===== src/rtl/leglite_pkg.sv =====
// Shared LEGLite definitions: opcodes, instruction field positions, fetch FSM
// state encoding and the branch-offset helper.
package leglite_pkg;

    localparam logic [2:0] OPC_ADD  = 3'd0;
    localparam logic [2:0] OPC_NOP  = 3'd1;
    localparam logic [2:0] OPC_LD   = 3'd3;
    localparam logic [2:0] OPC_ST   = 3'd4;
    localparam logic [2:0] OPC_CBZ  = 3'd5;
    localparam logic [2:0] OPC_ADDI = 3'd6;
    localparam logic [2:0] OPC_ANDI = 3'd7;

    localparam int OPC_MSB  = 15;
    localparam int OPC_LSB  = 13;
    localparam int BOFF_MSB = 12;
    localparam int BOFF_LSB = 6;

    typedef enum logic [1:0] {
        ST_IDLE = 2'd0,
        ST_REQ  = 2'd1,
        ST_EXEC = 2'd2
    } fetch_state_t;

    // Signed 7-bit word offset to a 16-bit byte offset.
    function automatic logic [15:0] boff_to_bytes(input logic [6:0] off);
        return {{8{off[6]}}, off, 1'b0};
    endfunction

endpackage


===== src/rtl/leglite_next_pc.sv =====
// Combinational next-PC selection: taken branch adds the scaled signed offset,
// otherwise the PC advances by one 16-bit instruction.
module leglite_next_pc
    import leglite_pkg::*;
(
    input  logic [15:0] pc,
    input  logic [6:0]  boff,
    input  logic        branch,
    input  logic        zero,
    output logic [15:0] next_pc
);

    logic        w_taken;
    logic [15:0] w_sum;

    // Select branch target or sequential address; modulo-2^16 wrap is intended.
    always_comb begin
        w_taken = branch & zero;
        if (w_taken) begin
            w_sum = pc + boff_to_bytes(boff);
        end else begin
            w_sum = pc + 16'd2;
        end
        next_pc = {w_sum[15:1], 1'b0};
    end

endmodule


===== src/rtl/leglite_ifetch.sv =====
// LEGLite instruction fetch/sequencer: owns the PC, handshakes with instruction
// memory and holds the executing instruction for control and datapath.
module leglite_ifetch
    import leglite_pkg::*;
#(
    parameter logic [15:0] RESET_PC   = 16'h0000,
    parameter logic [2:0]  NOP_OPCODE = 3'd1
) (
    input  logic        clock,
    input  logic        reset,
    input  logic        run,
    output logic [15:0] imem_addr,
    output logic        imem_req,
    input  logic        imem_ack,
    input  logic [15:0] imem_rdata,
    output logic [2:0]  opcode,
    output logic [15:0] instr,
    output logic        instr_valid,
    input  logic        stall,
    input  logic        branch,
    input  logic        zero,
    output logic [15:0] pc,
    output logic [15:0] icount
);

    fetch_state_t r_state;
    fetch_state_t w_state_nxt;
    logic [15:0]  r_pc;
    logic [15:0]  r_instr;
    logic [15:0]  r_icount;
    logic [15:0]  w_pc_nxt;
    logic [15:0]  w_instr_nxt;
    logic [15:0]  w_icount_nxt;
    logic [15:0]  w_next_pc;

    leglite_next_pc u_next_pc (
        .pc      (r_pc),
        .boff    (r_instr[BOFF_MSB:BOFF_LSB]),
        .branch  (branch),
        .zero    (zero),
        .next_pc (w_next_pc)
    );

    // State and architectural registers; reset overrides everything.
    always_ff @(posedge clock) begin
        if (reset) begin
            r_state  <= ST_IDLE;
            r_pc     <= {RESET_PC[15:1], 1'b0};
            r_instr  <= 16'h0000;
            r_icount <= 16'h0000;
        end else begin
            r_state  <= w_state_nxt;
            r_pc     <= w_pc_nxt;
            r_instr  <= w_instr_nxt;
            r_icount <= w_icount_nxt;
        end
    end

    // Next-state logic; the request is held until acknowledged, even if run drops.
    always_comb begin
        w_state_nxt  = r_state;
        w_pc_nxt     = r_pc;
        w_instr_nxt  = r_instr;
        w_icount_nxt = r_icount;
        case (r_state)
            ST_IDLE: begin
                if (run) begin
                    w_state_nxt = ST_REQ;
                end else begin
                    w_state_nxt = ST_IDLE;
                end
            end
            ST_REQ: begin
                if (imem_ack) begin
                    w_instr_nxt = imem_rdata;
                    w_state_nxt = ST_EXEC;
                end else begin
                    w_state_nxt = ST_REQ;
                end
            end
            ST_EXEC: begin
                if (!stall) begin
                    w_icount_nxt = r_icount + 16'd1;
                    w_pc_nxt     = w_next_pc;
                    if (run) begin
                        w_state_nxt = ST_REQ;
                    end else begin
                        w_state_nxt = ST_IDLE;
                    end
                end else begin
                    w_state_nxt = ST_EXEC;
                end
            end
            default: begin
                w_state_nxt = ST_IDLE;
            end
        endcase
    end

    // Outputs decoded only from registered state and the held instruction.
    always_comb begin
        imem_req    = 1'b0;
        instr_valid = 1'b0;
        opcode      = NOP_OPCODE;
        if (r_state == ST_REQ) begin
            imem_req = 1'b1;
        end else if (r_state == ST_EXEC) begin
            instr_valid = 1'b1;
            opcode      = r_instr[OPC_MSB:OPC_LSB];
        end else begin
            imem_req = 1'b0;
        end
        imem_addr = r_pc;
        pc        = r_pc;
        instr     = r_instr;
        icount    = r_icount;
    end

endmodule


===== config.mk =====
export PLATFORM = sky130hd
export DESIGN_NAME = leglite_ifetch
export DESIGN_NICKNAME = d
export VERILOG_FILES = /design/src/rtl/leglite_pkg.sv /design/src/rtl/leglite_next_pc.sv /design/src/rtl/leglite_ifetch.sv
export SDC_FILE = /design/constraint.sdc
export NUM_CORES = 1
export LEC_CHECK = 0
export ABC_CLOCK_PERIOD_IN_PS = 2300
export CAP_MARGIN = 30
export CORE_ASPECT_RATIO = 1.75
export CORE_UTILIZATION = 41
export CTS_CLUSTER_DIAMETER = 100
export CTS_CLUSTER_SIZE = 12
export DETAILED_ROUTE_END_ITERATION = 10
export PLACE_DENSITY = 0.74
export SYNTH_ARGS = -nofsm -noshare
export SYNTH_HDL_FRONTEND = slang
export SYNTH_SLANG_ARGS = --single-unit

===== constraint.sdc =====
create_clock -name clock -period 2.3 [get_ports clock]
set_input_delay 0.345 -clock clock [delete_from_list [all_inputs] [get_ports clock]]
set_output_delay 0.345 -clock clock [all_outputs]
set_load 0.02 [all_outputs]

==> impl_metrics.tcl <==
set metrics [dict create \
    cts-root-buf "clkbuf_8" \
    hold_viol 0 \
    track_usage 0.2144 \
    netlist_area_mm2 0.002628 \
    power.density_mw_per_mm2 437.9 \
    ys_types 49 \
    dpl_worst_slack_ns -0.5798 \
    peakVddDrop_mv 0.3831 \
    switching_share 0.2468 \
    die_w_um 62.52 \
    drt_iter0_drc 128 \
    status "complete, but fails checks" \
    violations "setup timing" \
    dp_cells 496 \
    postCtsHoldBufs 0 \
    numClockSinks 49 \
    synth-main-ff-cell "dfxtp_1" \
    hp-class "reg -> reg" \
    clock_skew_ns 0.004837 \
    core.rowCount 38 \
    dr.pass1.iters 4 \
    slew-limit-headroom 0.6368 \
    switchingPower_mw 0.4243 \
    vias 2654 \
    setup_viol 5 \
    synthArstFlopShare 0 \
    nets 457 \
    fin_crit_sh 1.051 \
    grt_max_degree 32 \
    tightest_slew_ns 0.5435 \
    clock.fmax_mhz 413.6 \
    area_delta_synth_final_pct 49.43 \
    post_drt_wl_per_cell_um 14.13 \
    p_comb_frac 0.121 \
    tns_ns -0.4693 \
    hold_slack_ns 0.4604 \
    fillerInstances 571 \
    hpwlAfterDp_mm 5.154 \
    start_kind "flop" \
    cts_buffers 5 \
    critPathMaxStageDelay_ns 0.39 \
    core_area_mm2 0.006181 \
    fp.dieH_um 107.9 \
    grt_pass1_vias 2534 \
    drv_cap 0 \
    synth-seq-cells 49 \
    ios 92 \
    drcViolationCount 0 \
    grt_pass1_wl_mm 11.43 \
    cts.path.max_buffers 2 \
    finalInstanceArea_mm2 0.003926 \
    cpMostUsedCell "buf_6" \
    slew_violations 0 \
    worstPathRequired_ns 2.50 \
    postRouteAntennaNets 0 \
    finalNonFillerCells 507 \
    clock_power_share 0.365 \
    pwr-share-seq 0.514 \
    utilization 0.6352 \
    drt_wl_total_mm 7.162 \
    antenna_cells 0 \
    power_mw 1.719 \
    start_util 0.4251 \
    yosysWarnings 0 \
    arrival_ns 2.62 \
    syn-mean-instance-area_um2 8.035 \
    placed_cell_area_mm2 0.003669 \
    clk_pin_slew_ns 0.09 \
    gp_congestion 0.8213 \
    numPortBuffers 89 \
    syn_inst 327 \
    htreeDepth 2 \
    path_cells "nand3b_1 > ha_2 > fa_2 > a211oi_4 > o21bai_1 > a21oi_2 > buf_6 > buf_6 > mux2i_2 > xnor2_1 > nor2_1" \
    rsz0062_at_grt "true" \
    slowest_stage "fa_2" \
    cts_tree "done" \
    clock_latency_ns 0.31 \
    synth_edf_count 0 \
    worst-setup-path-type "reg -> reg" \
    internal_power_mw 1.295 \
    post-route-min-period_ns 2.418 \
    detail_route.vias_per_cell 5.235 \
    drive_above_1_share 0.1686 \
    grt-ovfl-total 0 \
    antenna_found_initial 0 \
    die_area_mm2 0.006745 \
    worst_slack_ns -0.1181 \
    synth-seq-area-share 0.3733 \
    critPathMaxFanout 4 \
    crit_path_end_kind "flop" \
    p_leak_nw 1.453 \
]
-- routing by layer --
layer / global-route usage / part of all wire
met1: 0.2176 / 0.36
met2: 0.4053 / 0.55
met3: 0.03602 / 0.040
met4: 0.1229 / 0.046
met5: 0 / 0
-- power groups by stage --
stage / logic [mW] / clock network [mW] / registers, mW
2_1_floorplan: 0.0873 / 0 / 0.919
3_3_place_gp: 0.204 / 0 / 0.903
3_5_place_dp: 0.207 / 0 / 0.904
4_1_cts: 0.208 / 0.644 / 0.884
5_1_grt: 0.225 / 0.684 / 0.887
6_report: 0.208 / 0.627 / 0.884
-- cells by family after synthesis --
| kind of cell | Yosys count | synth area share |
|---|---|---|
| multiplexers | 9 | 0.03714 |
| AND/OR/NAND/NOR | 145 | 0.2676 |
| buffers and inverters | 38 | 0.08190 |
| flip-flops | 49 | 0.3733 |
| AO/OA/AOI/OAI | 60 | 0.1410 |
| XOR/XNOR | 17 | 0.05667 |
| other | 1 | 0.001427 |
| adder cells (fa/ha/maj) | 8 | 0.04095 |
-- final cells by class --
cell class                 count  area, um^2  share of cell area
multi-input combinational    241        1563              0.3980
timing repair buffer         123        1146              0.2919
sequential                    49       983.4              0.2505
tap                           80       100.1             0.02549
clock buffer                   6       72.57             0.01848
clock inverter                 2       38.79            0.009879
inverter                       6       22.52            0.005736
-- Yosys cell counts, types with 2 or more instances --
cell type / n / area, um^2
nand2_1: 54 / 202.7
dfxtp_1: 49 / 980.9
a21oi_1: 31 / 155.2
nor2_1: 30 / 112.6
buf_4: 17 / 127.6
or3_1: 12 / 75.07
clkbuf_1: 10 / 37.54
and3_1: 9 / 56.30
nand3_1: 9 / 45.04
xnor2_1: 9 / 78.83
xor2_1: 8 / 70.07
ha_1: 7 / 87.58
nor3_1: 7 / 35.03
o21ai_0: 7 / 35.03
inv_1: 6 / 22.52
mux2i_1: 6 / 60.06
a211oi_1: 5 / 37.54
nand4_1: 5 / 31.28
a32oi_1: 3 / 26.28
and2_1: 3 / 18.77
buf_1: 3 / 11.26
nand2b_1: 3 / 18.77
nor2b_1: 3 / 18.77
a21o_1: 2 / 15.01
and4_1: 2 / 17.52
nor3_2: 2 / 20.02
o21ai_1: 2 / 10.01
o21bai_1: 2 / 15.01
-- flip-flops by register name, summed over array words and instances (netlist names) --
| signal | flops |
|---|---|
| icount | 16 |
| r_state | 2 |
| imem_addr | 15 |
| instr | 16 |
-- layout by cell type (no fill, tap or decap), types with 3 or more instances in the layout --
| master | count |
|---|---|
| nand2b_1 | 3 |
| mux2i_1 | 5 |
| a21oi_1 | 30 |
| nor2b_1 | 3 |
| nor3_1 | 7 |
| dfxtp_1 | 47 |
| and3_1 | 7 |
| nand4_1 | 5 |
| clkbuf_8 | 5 |
| clkdlybuf4s50_1 | 86 |
| o21ai_0 | 6 |
| or3_1 | 11 |
| nand3_1 | 9 |
| xnor2_1 | 8 |
| a32oi_1 | 3 |
| o21ai_2 | 3 |
| nand2_1 | 54 |
| and2_1 | 3 |
| nor2_1 | 29 |
| xor2_1 | 8 |
| inv_1 | 6 |
| buf_4 | 32 |
| ha_4 | 4 |
| a211oi_1 | 3 |
-- worst paths after layout --
| check | start | endpoint | slack, ns | cells past startpoint |
|---|---|---|---|---|
| max | instr[6] | imem_addr[9] | -0.12 | 11 |
| min | instr[1] | instr[1] | 0.46 | 2 |
| max reg2reg | instr[6] | imem_addr[9] | -0.12 | 11 |
| min reg2reg | instr[1] | instr[1] | 0.46 | 2 |
-- timing repair --
item                                    in CTS  in global routing
setup buffers                                1                  2
pin swaps                                   13                 10
endpoints found under the setup margin       9                  8
resized for setup                           11                 14
-- worst max-delay path: cells and delay by family, from the launching register on --
kind                     cells  cell delay [ns]
XOR/XNOR                     1             0.14
adder cells (fa/ha/maj)      2             0.59
AND/OR/NAND/NOR              2             0.21
buffers and inverters        2             0.24
AO/OA/AOI/OAI                3             0.60
multiplexers                 1             0.21
flip-flops                   1             0.33
No activity file was read; power rests on OpenSTA's default activity.
